--- config.mk ---
export PLATFORM = sky130hd
export DESIGN_NAME = mips_dmem_arbiter_flat
export DESIGN_NICKNAME = d
export VERILOG_FILES = /design/src/rtl/mips_pkg.sv /design/src/rtl/mips_dmem_arbiter_if.sv /design/src/rtl/mips_rr_arbiter2.sv /design/src/rtl/mips_dmem_arbiter.sv /design/src/flat_wrapper.sv
export SDC_FILE = /design/constraint.sdc
export NUM_CORES = 1
export LEC_CHECK = 0
export CORE_UTILIZATION = 36
export CTS_CLUSTER_SIZE = 14
export DETAILED_ROUTE_END_ITERATION = 7
export MAX_ROUTING_LAYER = met4
export PLACE_DENSITY_LB_ADDON = 0.1
export SYNTH_ARGS = -nofsm -noshare
export SYNTH_HDL_FRONTEND = slang
export SYNTH_SLANG_ARGS = --single-unit
--- constraint.sdc ---
create_clock -name clk -period 1.55 [get_ports clk]
set_clock_uncertainty 0.1 [all_clocks]
set_input_delay 0.3875 -clock clk [delete_from_list [all_inputs] [get_ports clk]]
set_output_delay 0.3875 -clock clk [all_outputs]
set_load 0.05 [all_outputs]
--- src/rtl/mips_pkg.sv ---
// Shared types and constants for the MIPS memory-side blocks.
// Holds the data-memory arbiter FSM state/id encodings and widths.
package mips_pkg;

   localparam int unsigned DATA_MEM_WIDTH = 32;
   localparam int unsigned ARB_LAT_WIDTH  = 3;

   typedef enum logic [1:0] {
      ARB_IDLE,
      ARB_ISSUE,
      ARB_WAIT,
      ARB_RESP
   } arb_state_e;

   typedef enum logic {
      ARB_CORE,
      ARB_DMA
   } arb_id_e;

endpackage

--- src/rtl/mips_dmem_arbiter_if.sv ---
// One requester's request/response channel into the data-memory arbiter.
// master : requester side (drives req_valid/we/addr/wdata)
// slave  : arbiter side (drives req_ready and the resp_* pulse)
interface mips_dmem_arbiter_if
   import mips_pkg::*;
#(
   parameter int unsigned DW = DATA_MEM_WIDTH
) ();

   logic          req_valid;
   logic          req_ready;
   logic          req_we;
   logic [DW-1:0] req_addr;
   logic [DW-1:0] req_wdata;
   logic          resp_valid;
   logic [DW-1:0] resp_rdata;
   logic          resp_err;

   modport master (
      output req_valid, req_we, req_addr, req_wdata,
      input  req_ready, resp_valid, resp_rdata, resp_err
   );

   modport slave (
      input  req_valid, req_we, req_addr, req_wdata,
      output req_ready, resp_valid, resp_rdata, resp_err
   );

endinterface

--- src/rtl/mips_rr_arbiter2.sv ---
// Combinational two-way round-robin grant.
// req[1:0]   : request vector (bit 0 = core, bit 1 = dma)
// last_grant : requester granted most recently; loses a tie
// gnt_c[1:0] : one-hot grant, zero when nobody requests
module mips_rr_arbiter2
   import mips_pkg::*;
(
   input  logic [1:0] req,
   input  arb_id_e    last_grant,
   output logic [1:0] gnt_c
);

   always_comb begin : grant
      gnt_c = 2'b00;
      case (req)
         2'b01:   gnt_c = 2'b01;
         2'b10:   gnt_c = 2'b10;
         2'b11:   gnt_c = (last_grant == ARB_DMA) ? 2'b01 : 2'b10;
         default: gnt_c = 2'b00;
      endcase
   end

endmodule

--- src/rtl/mips_dmem_arbiter.sv ---
// Shares the single-port data memory between the core data port and a
// DMA/debug port. One transaction at a time, fixed-latency memory, one
// response per accepted request; out-of-range addresses answer with err.
// clk, rst          : clock, synchronous active-high reset
// core, dma         : requester channels (slave side)
// mem_en/we/addr/wdata, mem_rdata : data memory macro
// busy              : transaction in flight
module mips_dmem_arbiter
   import mips_pkg::*;
#(
   parameter int unsigned   DW          = DATA_MEM_WIDTH,
   parameter int unsigned   MEM_LATENCY = 1,
   parameter logic [DW-1:0] ADDR_LIMIT  = DW'(32'h0000_0400)
) (
   input  logic                 clk,
   input  logic                 rst,
   mips_dmem_arbiter_if.slave   core,
   mips_dmem_arbiter_if.slave   dma,
   output logic                 mem_en,
   output logic                 mem_we,
   output logic [DW-1:0]        mem_addr,
   output logic [DW-1:0]        mem_wdata,
   input  logic [DW-1:0]        mem_rdata,
   output logic                 busy
);

   arb_state_e               state_q, state_d;
   arb_id_e                  id_q, id_d;
   arb_id_e                  last_q, last_d;
   logic                     we_q, we_d;
   logic [DW-1:0]            addr_q, addr_d;
   logic [DW-1:0]            wdata_q, wdata_d;
   logic [ARB_LAT_WIDTH-1:0] cnt_q, cnt_d;

   logic          mem_en_d, busy_d;
   logic          core_rv_d, core_err_d, dma_rv_d, dma_err_d;
   logic [DW-1:0] core_rd_d, dma_rd_d;

   logic [1:0]    req_c, gnt_c;
   logic          core_ready_c, dma_ready_c;
   arb_id_e       sel_id_c;
   logic          sel_we_c;
   logic [DW-1:0] sel_addr_c, sel_wdata_c;

   assign req_c = {dma.req_valid, core.req_valid};

   mips_rr_arbiter2 u_rr (
      .req        (req_c),
      .last_grant (last_q),
      .gnt_c      (gnt_c)
   );

   // Payload of whichever requester currently holds the grant
   assign sel_id_c    = gnt_c[1] ? ARB_DMA       : ARB_CORE;
   assign sel_we_c    = gnt_c[1] ? dma.req_we    : core.req_we;
   assign sel_addr_c  = gnt_c[1] ? dma.req_addr  : core.req_addr;
   assign sel_wdata_c = gnt_c[1] ? dma.req_wdata : core.req_wdata;

   assign core.req_ready = core_ready_c;
   assign dma.req_ready  = dma_ready_c;

   // Memory command fields come straight from the captured request
   assign mem_we    = we_q;
   assign mem_addr  = addr_q;
   assign mem_wdata = wdata_q;

   // Next-state and registered-output decode
   always_comb begin : next_state
      state_d      = state_q;
      id_d         = id_q;
      last_d       = last_q;
      we_d         = we_q;
      addr_d       = addr_q;
      wdata_d      = wdata_q;
      cnt_d        = cnt_q;
      mem_en_d     = 1'b0;
      core_rv_d    = 1'b0;
      core_rd_d    = '0;
      core_err_d   = 1'b0;
      dma_rv_d     = 1'b0;
      dma_rd_d     = '0;
      dma_err_d    = 1'b0;
      core_ready_c = 1'b0;
      dma_ready_c  = 1'b0;

      case (state_q)
         ARB_IDLE: begin
            core_ready_c = gnt_c[0];
            dma_ready_c  = gnt_c[1];
            if (gnt_c != 2'b00) begin
               id_d    = sel_id_c;
               last_d  = sel_id_c;
               we_d    = sel_we_c;
               addr_d  = sel_addr_c;
               wdata_d = sel_wdata_c;
               if (sel_addr_c < ADDR_LIMIT) begin
                  state_d  = ARB_ISSUE;
                  mem_en_d = 1'b1;
               end else begin
                  // Out of range: answer next cycle, never touch memory
                  state_d    = ARB_RESP;
                  core_rv_d  = (sel_id_c == ARB_CORE);
                  core_err_d = (sel_id_c == ARB_CORE);
                  dma_rv_d   = (sel_id_c == ARB_DMA);
                  dma_err_d  = (sel_id_c == ARB_DMA);
               end
            end
         end

         ARB_ISSUE: begin
            cnt_d   = ARB_LAT_WIDTH'(MEM_LATENCY - 1);
            state_d = ARB_WAIT;
         end

         ARB_WAIT: begin
            if (cnt_q == '0) begin
               state_d = ARB_RESP;
               if (id_q == ARB_CORE) begin
                  core_rv_d = 1'b1;
                  core_rd_d = we_q ? '0 : mem_rdata;
               end else begin
                  dma_rv_d = 1'b1;
                  dma_rd_d = we_q ? '0 : mem_rdata;
               end
            end else begin
               cnt_d = cnt_q - ARB_LAT_WIDTH'(1);
            end
         end

         ARB_RESP: state_d = ARB_IDLE;

         default: state_d = ARB_IDLE;
      endcase

      busy_d = (state_d != ARB_IDLE);
   end

   // State, captured request and registered outputs
   always_ff @(posedge clk) begin : regs
      if (rst) begin
         state_q         <= ARB_IDLE;
         id_q            <= ARB_CORE;
         last_q          <= ARB_DMA;
         we_q            <= 1'b0;
         addr_q          <= '0;
         wdata_q         <= '0;
         cnt_q           <= '0;
         mem_en          <= 1'b0;
         busy            <= 1'b0;
         core.resp_valid <= 1'b0;
         core.resp_rdata <= '0;
         core.resp_err   <= 1'b0;
         dma.resp_valid  <= 1'b0;
         dma.resp_rdata  <= '0;
         dma.resp_err    <= 1'b0;
      end else begin
         state_q         <= state_d;
         id_q            <= id_d;
         last_q          <= last_d;
         we_q            <= we_d;
         addr_q          <= addr_d;
         wdata_q         <= wdata_d;
         cnt_q           <= cnt_d;
         mem_en          <= mem_en_d;
         busy            <= busy_d;
         core.resp_valid <= core_rv_d;
         core.resp_rdata <= core_rd_d;
         core.resp_err   <= core_err_d;
         dma.resp_valid  <= dma_rv_d;
         dma.resp_rdata  <= dma_rd_d;
         dma.resp_err    <= dma_err_d;
      end
   end

endmodule
--- src/flat_wrapper.sv ---
// flat-port wrapper written by rule: the top's interface ports become plain ports
module mips_dmem_arbiter_flat import mips_pkg::*;
#(
   parameter int unsigned   DW          = DATA_MEM_WIDTH,
   parameter int unsigned   MEM_LATENCY = 1,
   parameter logic [DW-1:0] ADDR_LIMIT  = DW'(32'h0000_0400)
)
  (clk, rst, mem_en, mem_we, mem_addr, mem_wdata, mem_rdata, busy, core_req_valid, core_req_we, core_req_addr, core_req_wdata, core_req_ready, core_resp_valid, core_resp_rdata, core_resp_err, dma_req_valid, dma_req_we, dma_req_addr, dma_req_wdata, dma_req_ready, dma_resp_valid, dma_resp_rdata, dma_resp_err);
  mips_dmem_arbiter_if #(.DW(DW)) core_i ();
  mips_dmem_arbiter_if #(.DW(DW)) dma_i ();
  input  logic clk;
  input  logic rst;
  output logic mem_en;
  output logic mem_we;
  output logic [DW-1:0] mem_addr;
  output logic [DW-1:0] mem_wdata;
  input  logic [DW-1:0] mem_rdata;
  output logic busy;
  input wire logic [$bits(core_i.req_valid)-1:0] core_req_valid;
  input wire logic [$bits(core_i.req_we)-1:0] core_req_we;
  input wire logic [$bits(core_i.req_addr)-1:0] core_req_addr;
  input wire logic [$bits(core_i.req_wdata)-1:0] core_req_wdata;
  output wire logic [$bits(core_i.req_ready)-1:0] core_req_ready;
  output wire logic [$bits(core_i.resp_valid)-1:0] core_resp_valid;
  output wire logic [$bits(core_i.resp_rdata)-1:0] core_resp_rdata;
  output wire logic [$bits(core_i.resp_err)-1:0] core_resp_err;
  input wire logic [$bits(dma_i.req_valid)-1:0] dma_req_valid;
  input wire logic [$bits(dma_i.req_we)-1:0] dma_req_we;
  input wire logic [$bits(dma_i.req_addr)-1:0] dma_req_addr;
  input wire logic [$bits(dma_i.req_wdata)-1:0] dma_req_wdata;
  output wire logic [$bits(dma_i.req_ready)-1:0] dma_req_ready;
  output wire logic [$bits(dma_i.resp_valid)-1:0] dma_resp_valid;
  output wire logic [$bits(dma_i.resp_rdata)-1:0] dma_resp_rdata;
  output wire logic [$bits(dma_i.resp_err)-1:0] dma_resp_err;
  assign core_i.req_valid = core_req_valid;
  assign core_i.req_we = core_req_we;
  assign core_i.req_addr = core_req_addr;
  assign core_i.req_wdata = core_req_wdata;
  assign core_req_ready = core_i.req_ready;
  assign core_resp_valid = core_i.resp_valid;
  assign core_resp_rdata = core_i.resp_rdata;
  assign core_resp_err = core_i.resp_err;
  assign dma_i.req_valid = dma_req_valid;
  assign dma_i.req_we = dma_req_we;
  assign dma_i.req_addr = dma_req_addr;
  assign dma_i.req_wdata = dma_req_wdata;
  assign dma_req_ready = dma_i.req_ready;
  assign dma_resp_valid = dma_i.resp_valid;
  assign dma_resp_rdata = dma_i.resp_rdata;
  assign dma_resp_err = dma_i.resp_err;
  mips_dmem_arbiter #(.DW(DW), .MEM_LATENCY(MEM_LATENCY), .ADDR_LIMIT(ADDR_LIMIT)) u_core (.clk(clk), .rst(rst), .core(core_i), .dma(dma_i), .mem_en(mem_en), .mem_we(mem_we), .mem_addr(mem_addr), .mem_wdata(mem_wdata), .mem_rdata(mem_rdata), .busy(busy));
endmodule
# ---- After elaboration in Yosys (flattened, before gate mapping)
# Cells that the tools add are included.
dict set report totals {
  register_bits 142
  inputBits 166
  out_inout_bits 137
  wordCells 67
}
dict set report op_classes {
  n_addsub 1
  order_cmp 1
  eq_ne 7
  n_mux 26
  bitwise_logic 6
  reduce_logical 11
}
# cell count
set ops {}
lappend ops {{two-way mux 32 bit} 3}
lappend ops {{less-than comparator 32 x 11 -> 1 bit, second input constant} 1}
lappend ops {{two-way mux 1 bit} 13}
lappend ops {{== test 2 bit, second input constant} 4}
lappend ops {{two-way mux 2 bit} 4}
lappend ops {{case mux 2 bit (4 select lines)} 1}
lappend ops {{OR reduction 4 bit} 2}
lappend ops {{NOT 1 bit} 6}
lappend ops {{case mux 2 bit (3 select lines)} 1}
lappend ops {{case mux 3 bit (2 select lines)} 1}
lappend ops {{nonzero test 2 bit} 3}
lappend ops {{== test 2 x 1 -> 1 bit, second input constant} 2}
lappend ops {{case mux 1 bit (2 select lines)} 2}
lappend ops {{AND reduction 2 bit} 2}
lappend ops {{logical NOT 3 bit} 1}
lappend ops {{two-way mux 3 bit} 1}
lappend ops {{OR reduction 3 bit} 1}
lappend ops {{subtractor 3 x 1 -> 3 bit, second input constant} 1}
lappend ops {{logical NOT 2 bit} 1}
lappend ops {{!= test 2 bit, second input constant} 1}
lappend ops {{OR reduction 2 bit} 1}

# ---- Depth between registers and ports, before layout
# Gate-level depths: netlist of the first run.
dict set report depth {
  depth_word 8
  depth_mapped 9
  ltp_nobuf 6
}

# ---- Cells and area by module
# Synthesis of the first run repeated with hierarchy kept, for this count alone.
dict set report unflattened {
  cells_unflattened 550
  area_unflattened_um2 5375.2
}
# module n_inst cells_per_inst area_per_inst_um2 seq_area_each_um2
set by_module_without_submodules {}
lappend by_module_without_submodules {mips_dmem_arbiter 1 547 5356.4 2842.7}
lappend by_module_without_submodules {mips_rr_arbiter2 1 3 18.8 0.0}

# ---- Worst setup path before layout of the first run
# No wires, ideal clock.
dict set report synth_path {
  path_type {input to output}
  startpoint {in dma_req_valid}
  endpoint {out dma_req_ready}
  arrival_ns 1.271
  t_required_ns 1.062
  slack_ns -0.208
  path_stages 3
  path_buffers 1
  path_cell_list {a21boi_2 buf_2 and2_1}
}
dict set report synth_between {
  elab_chain_cells 3
  word_cells_on_any_way 5
  classes_between {3 x eq/ne; 2 x mux}
}
# item line_no
set synth_lines {}
lappend synth_lines {{start, declared} flat_wrapper.sv:27} ;# input wire logic [$bits(dma_i.req_valid)-1:0] dma_req_valid;
lappend synth_lines {{== test 2 bit / == test 2 x 1 -> 1 bit (equally long branches)} mips_rr_arbiter2.sv:15} ;# case (req)
lappend synth_lines {{case mux 2 bit (3 select lines) *} mips_rr_arbiter2.sv:15}
lappend synth_lines {{two-way mux 1 bit *} mips_dmem_arbiter.sv:86} ;# case (state_q)
lappend synth_lines {{end, declared} flat_wrapper.sv:31} ;# output wire logic [$bits(dma_i.req_ready)-1:0] dma_req_ready;
# Every way passes the cells marked *; elsewhere a longest branch is shown, timed or not.

# ---- Worst setup path in the final report of the first run
dict set report layout_path {
  startpoint {reg u_core.state_q[1]}
  endpoint {out core_req_ready}
}
dict set report layout_between {
  elab_chain_cells 2
}
# item line_no
set layout_lines {}
lappend layout_lines {{start, declared} mips_dmem_arbiter.sv:27} ;# arb_state_e state_q, state_d;
lappend layout_lines {{start signal, assigned} mips_dmem_arbiter.sv:157} ;# state_q <= state_d;
lappend layout_lines {{logical NOT 2 bit} mips_dmem_arbiter.sv:86}
lappend layout_lines {{two-way mux 1 bit} mips_dmem_arbiter.sv:86}
lappend layout_lines {{end, declared} flat_wrapper.sv:23} ;# output wire logic [$bits(core_i.req_ready)-1:0] core_req_ready;
# No other way between the ends.

==> metrics.csv, run 1 <==
metric,value,unit
WL per Instance,18.2,um
P_leak,4.96,nW
H-tree depth,4,
Placement Cell Area,10800,um^2
Synth Net Count,790,
Worst EP required,1.06,ns
core box area,15300,um^2
CTS root buf,clkbuf_16,
Critical Path Sink,core_req_ready,
layout cell share with drive strength beyond 1,42.1,%
largest net degree at the start of global routing,40,
Synth Cell Area,5710,um^2
hold-critical path depth,3,
Worst Hold Class,input port to flop,
FF-to-FF path depth,8,
CP max stage cell,dfxtp_4,
final setup fails,99,
max cap viols,0,
Worst-Skew Late Latency,0.41,ns
Die W,128,um
Multi-input gate area,3020,um^2
cell count after synthesis,619,
number of global-route vias before repair,5794,
P&R area growth vs syn,116,%
CTS tree,built,
FF-to-FF End,u_core.mem_wdata[29]$_SDFFE_PP0P_,
Detailed Place HPWL,14.6,mm
most used flip-flop cell after synthesis,dfxtp_1,
Crit. End Element,primary output,
Startpoint Class,flop,
Worst slew margin,64.3,%
CP startpoint,u_core.state_q[1]$_SDFF_PP0_,
Yosys reg bits,142,
"Cell Chain, Critical Path",inv_4 > ha_4 > o211ai_1 > inv_2 > buf_12,
vias post-DR,5958,
CP arrival,1.35,ns
Max clock buf depth,2,
final RePlAce weighted congestion,0.898,
Final Power,0.0202,W
Crit path max-delay family,flip-flops,
area of the die,16400,um^2
# nets final,1141,
R2R Setup Slk,-0.17,ns
Fmax,0.545,GHz
Routed WL,21.8,mm
"Remaining Overflow, GRT",0,
"Avg Cell Area, Syn",9.22,um^2
final instance area,12300,um^2
CTS sink cnt,142,
fraction of registers with async set/reset,0,%
sequential-to-total area share from yosys stat,49.8,%
max-slew violations,0,
Rows,45,
iteration count of the initial detailed-routing pass,4,
fin worst setup slack,-0.286,ns
drt initial violations,205,
ANT nets after route,0,
# port buffers,302,
initial antenna violation count,3,
critical path class,flop to primary output,
"EDFF count, synth",0,
hold buffers post-CTS,0,
crit-path max FO,5,
Placement Setup Slack,-0.672,ns
Cell variety after synth,38,
count of final hold-check violations,0,
CP bufs+invs,3,
DRC viols,0,
Vias per Instance,4.98,
RR Startpoint,u_core.state_q[1]$_SDFF_PP0_,
All-Layer GR Usage,25.0,%
Fill cells,899,
critical path depth in cells,5,
Starting Density,37.3,%
peak supply drop,1.08,mV
DIE HEIGHT,128,um
PD cells,1640,nW/um^2
crit-path max cell delay,0.36,ns
# IOs,303,
Num CTS Buffers,17,
"Min Clock Period, post-route",1.84,ns
Tcrit/Tclk final,118,%
clk slew on worst S/H paths,0.06,ns
first-pass GRT wire length,30.4,mm
status,"finished, violations left",
Register Area,2850,um^2
Worst-Margin Slew,0.535,ns
failing checks,setup timing,
YS warnings,0,
RSZ-0062 raised after global routing,true,
## Yosys cell counts (2+ instances only)
library cell,count,area [um^2]
nor4_1,10,62.6
nand4_1,3,18.8
buf_2,10,50.1
nor3_1,3,15.0
dfxtp_1,142,2840
o2111a_1,2,22.5
nand2_1,134,503
a311oi_1,5,43.8
nand2b_1,37,231
a21oi_1,4,20.0
buf_6,7,78.8
and2_1,2,12.5
nor2_1,136,510
o21ai_0,2,10.0
o21a_1,2,15.0
ha_1,5,62.6
inv_1,7,26.3
clkbuf_1,25,93.8
a311oi_2,60,901
buf_4,5,37.5
## through the flow
stage                     util [%]  std cells  setup TNS [ns]  hold WS [ns]
after global routing          80.4       1197          -12.93         0.220
after CTS                     76.8       1179           -1.13         0.273
after global placement        70.3       1133          -36.30         0.339
after detailed placement      70.3       1133          -39.16         0.359
after floorplan                  -        619          -0.925         0.332
final                         80.4       1197           -8.25         0.230
## registers in the layout, indices dropped and copies added (netlist names)
name	count
u_core.last_q	1
u_core.mem_addr	32
u_core.core.resp_err	1
u_core.dma.resp_valid	1
u_core.dma.resp_err	1
u_core.state_q	2
u_core.mem_we	1
u_core.mem_en	1
u_core.core.resp_valid	1
u_core.busy	1
u_core.cnt_q	3
u_core.mem_wdata	32
u_core.dma.resp_rdata	32
u_core.id_q	1
u_core.core.resp_rdata	32
## cell usage in the layout (no fill, tap or decap), types with 2 or more instances in the layout
master	n
buf_12	148
dfxtp_1	139
nand2_1	134
clkdlybuf4s50_1	132
nor2_1	65
a311oi_2	63
nor2_2	50
buf_4	40
nand2b_1	36
clkbuf_16	27
nor2_4	21
dlygate4sd2_1	17
dlymetal6s2s_1	13
nor4_2	8
buf_8	8
buf_16	6
buf_6	5
a21oi_1	4
bufinv_16	4
diode_2	3
inv_2	3
nand4_1	3
ha_4	3
clkinv_4	3
inv_4	2
and2_4	2
inv_1	2
o21a_1	2
nor3_1	2
o2111a_1	2
a311oi_1	2
ha_1	2
clkbuf_8	2
clkinvlp_4	2
inv_6	2
clkdlybuf4s15_1	2
dfxtp_2	2
## final cells by class
| type | instances | area share, % |
|---|---|---|
| Clock inverter | 12 | 1.49 |
| Sequential cell | 142 | 23.1 |
| Timing Repair Buffer | 381 | 44.7 |
| Tap cell | 211 | 2.14 |
| Inverter | 7 | 0.254 |
| Antenna cell | 3 | 0.0609 |
| Clock buffer | 20 | 3.71 |
| Multi-Input combinational cell | 421 | 24.5 |
## worst reg2reg max path, delay by kind of cell (launching register included)
kind	cells	cell delay, ns
flops	1	0.35
buf+inv	4	0.51
simple gates	2	0.28
fa+ha+maj	1	0.16
compound gates	1	0.21
## metal layers
layer	GRT usage, %	wire [um]	vias to the layer above
met3	5.93	1350	52
li1	-	-	2806
met2	43.5	11500	259
met1	26.8	8250	2841
met4	12.0	715	0
met5	-	0	-
## kinds of logic after synthesis
logic type,after synthesis,share of synthesized area [%]
flip-flops,142,49.8
adder cells (fa/ha/maj),5,1.10
multiplexers,1,0.175
buffers and inverters,56,5.35
AND/OR/NAND/NOR,330,24.3
AO/OA/AOI/OAI,85,19.3
## what timing repair did
item / in CTS / in global routing
gates cloned: 5 / 10
pin swaps: 23 / 31
setup endpoints to repair: 107 / 134
gates resized for setup: 61 / 80
setup buffers: 9 / 7
## worst min path at each step
stage / startpoint / to
3_5_place_dp: u_core.cnt_q[0]$_SDFFE_PP0P_ / u_core.cnt_q[0]$_SDFFE_PP0P_
6_report: dma_req_addr[25] / u_core.mem_addr[25]$_SDFFE_PP0P_
5_1_grt: core_req_addr[16] / u_core.mem_addr[16]$_SDFFE_PP0P_
4_1_cts: rst / u_core.mem_en$_SDFF_PP0_
2_1_floorplan: u_core.cnt_q[0]$_SDFFE_PP0P_ / u_core.cnt_q[0]$_SDFFE_PP0P_
3_3_place_gp: u_core.cnt_q[0]$_SDFFE_PP0P_ / u_core.cnt_q[0]$_SDFFE_PP0P_
## report_power, final
| group | internal, W | switching (W) | total (W) |
|---|---|---|---|
| clock network | 0.00280 | 0.00159 | 0.00438 |
| logic | 0.00532 | 0.00528 | 0.0106 |
| registers | 0.00437 | 0.000811 | 0.00518 |
(Power assumes the default switching activity.)
==> run 2, diff against run 1 <==
--- a/config.mk
+++ b/config.mk
@@ -6,6 +6,7 @@
 export NUM_CORES = 1
 export LEC_CHECK = 0
 export CORE_UTILIZATION = 36
+export CTS_CLUSTER_DIAMETER = 50
 export CTS_CLUSTER_SIZE = 14
 export DETAILED_ROUTE_END_ITERATION = 7
 export MAX_ROUTING_LAYER = met4
==> results of run 2 <==
The final DEF is identical to that of run 1; final timing and power are the same.
==> run 3, diff against run 2 <==
--- a/config.mk
+++ b/config.mk
@@ -10,7 +10,7 @@
 export CTS_CLUSTER_SIZE = 14
 export DETAILED_ROUTE_END_ITERATION = 7
 export MAX_ROUTING_LAYER = met4
-export PLACE_DENSITY_LB_ADDON = 0.1
+export PLACE_DENSITY = 0.87
 export SYNTH_ARGS = -nofsm -noshare
 export SYNTH_HDL_FRONTEND = slang
 export SYNTH_SLANG_ARGS = --single-unit
==> metrics.csv, run 3 (synthesized netlist as in run 1, its figures left out) <==
metric,value,unit,change
fin cells,1222,,"was 1,197"
clk slew on worst S/H paths,0.07,ns,was 0.06 ns
peak supply drop,0.959,mV,was 1.08 mV
DRC viols,0,,unchanged
CTS root buf,clkbuf_16,,unchanged
first-pass GRT wire length,37.8,mm,was 30.4 mm
DIE HEIGHT,128,um,unchanged
status,"finished, violations left",,unchanged
P_leak,5.26,nW,was 4.96 nW
Vias per Instance,5.44,,was 4.98
All-Layer GR Usage,31.5,%,was 25.0%
Worst Hold Class,input port to flop,,unchanged
final setup fails,138,,was 99
Multi-input gate area,3240,um^2,was 3020 um^2
met3 Use GR,7.89,%,was 5.93%
most frequent cells in the layout,"161 x buf_12, 134 x dfxtp_1, 133 x nand2_1",,"was 148 x buf_12, 139 x dfxtp_1, 134 x nand2_1"
Die W,128,um,unchanged
GR Layer Usage met1,32.6,%,was 26.8%
# nets final,1167,,"was 1,141"
initial antenna violation count,2,,was 3
drt initial violations,548,,was 205
Tcrit/Tclk final,121,%,was 118%
"commonest non-fill, non-tap cell in the layout",buf_12,,unchanged
iteration count of the initial detailed-routing pass,5,,was 4
Startpoint Class,flop,,unchanged
WL per Instance,23.3,um,was 18.2 um
dpl cells,1145,,"was 1,133"
Rows,45,,unchanged
CTS tree,built,,unchanged
fin worst setup slack,-0.319,ns,was -0.286 ns
PD cells,1660,nW/um^2,was 1640 nW/um^2
Fmax,0.535,GHz,was 0.545 GHz
largest net degree at the start of global routing,47,,was 40
# port buffers,302,,unchanged
met2 usage,55.3,%,was 43.5%
layout cell share with drive strength beyond 1,46.6,%,was 42.1%
hold buffers post-CTS,0,,unchanged
max cap viols,0,,unchanged
Worst-Skew Late Latency,0.42,ns,was 0.41 ns
vias post-DR,6651,,"was 5,958"
Register Area,2860,um^2,was 2850 um^2
"Min Clock Period, post-route",1.87,ns,was 1.84 ns
Worst-Margin Slew,0.782,ns,was 0.535 ns
Hold WS,0.237,ns,was 0.230 ns
RSZ-0062 raised after global routing,true,,unchanged
crit-path max FO,4,,was 5
Fill cells,664,,was 899
Worst slew margin,47.9,%,was 64.3%
CP arrival,1.38,ns,was 1.35 ns
failing checks,setup timing,,unchanged
area of the die,16400,um^2,unchanged
final RePlAce weighted congestion,0.963,,was 0.898
max-slew violations,0,,unchanged
Num CTS Buffers,17,,unchanged
Worst EP required,1.06,ns,about the same
count of final hold-check violations,0,,unchanged
Detailed Place HPWL,15.6,mm,was 14.6 mm
critical path class,flop to primary output,,unchanged
# IOs,303,,unchanged
core box area,15300,um^2,unchanged
"Remaining Overflow, GRT",0,,unchanged
ANT nets after route,0,,unchanged
P&R area growth vs syn,125,%,was 116%
number of global-route vias before repair,6746,,"was 5,794"
Crit. End Element,primary output,,unchanged
H-tree depth,4,,unchanged
Max clock buf depth,2,,unchanged
Top Usage Layer GRT,met2,,unchanged
CTS sink cnt,142,,unchanged
Routed WL,28.5,mm,was 21.8 mm
Starting Density,37.3,%,unchanged
-- run 3: changes by cell type in the layout (fill, tap and decap cells not counted), moves of 4 or more --
cell / before / now
nor2_4: 21 / 44
clkbuf_2: 0 / 4
buf_12: 148 / 161
dfxtp_2: 2 / 7
dfxtp_1: 139 / 134
buf_4: 40 / 53
dlygate4sd2_1: 17 / 9
nor2_1: 65 / 45
clkdlybuf4s50_1: 132 / 121
dlymetal6s2s_1: 13 / 28
-- run 3: worst max-delay path, cell delays in order, from the launching register on --
cell and delay (ns):
dfxtp_2 0.36, inv_2 0.07, ha_4 0.18, o211ai_1 0.13
inv_2 0.08, buf_12 0.15
-- run 3: metal layers --
layer,vias to the layer above,share of wire [%]
met5,-,0
met4,0,5.8
met3,147,6.9
met2,440,52
met1,3191,35
li1,2873,-
-- run 3: where the power goes --
part           switching [W]  leakage [nW]  total, W  internal [W]
clock network        0.00182         0.282   0.00421       0.00240
registers           0.000942          1.16   0.00532       0.00437
logic                0.00590          3.81    0.0118       0.00593
-- run 3: final cells by class --
| cell class | instances | area share [%] |
|---|---|---|
| repair buffers | 407 | 45.8 |
| multi-input cells | 421 | 25.2 |
| flip-flops and latches | 142 | 22.2 |
| clock buffers | 17 | 3.30 |
| well taps | 211 | 2.05 |
| clock inverters | 14 | 1.22 |
| inverters | 7 | 0.204 |
| diodes | 3 | 0.0583 |
-- run 3: path summary, 6_finish.rpt --
path | startpoint | to | slack [ns] | depth (start not counted)
setup / recovery | u_core.state_q[0]$_SDFF_PP0_ | core_req_ready | -0.32 | 5
hold / removal | core_req_addr[20] | u_core.mem_addr[20]$_SDFFE_PP0P_ | 0.24 | 3
setup reg to reg | u_core.state_q[0]$_SDFF_PP0_ | u_core.mem_addr[29]$_SDFFE_PP0P_ | -0.25 | 8
hold reg to reg | u_core.cnt_q[0]$_SDFFE_PP0P_ | u_core.cnt_q[0]$_SDFFE_PP0P_ | 0.42 | 2
-- run 3: timing repair --
action                                 4_1_cts  5_1_grt
buffers inserted                            19       18
setup endpoints to repair                   87      143
gates cloned                                14        7
resized for setup                           80      163
pin swaps                                   33       42
endpoints found under the hold margin        0        0
-- run 3: metrics by stage --
stage | TNS, ns | worst slack, ns | util [%] | total power [W] | instance area (um^2)
3_3_place_gp | -34.01 | -0.566 | 71.0 | 0.0141 | 10900
6_report | -17.71 | -0.319 | 84.1 | 0.0214 | 12900
4_1_cts | -7.67 | -0.305 | 80.1 | 0.0205 | 12300
5_1_grt | -23.09 | -0.374 | 84.0 | 0.0220 | 12900
3_5_place_dp | -37.85 | -0.628 | 71.0 | 0.0143 | 10900
2_1_floorplan | -0.925 | -0.0654 | - | 0.0102 | 6000
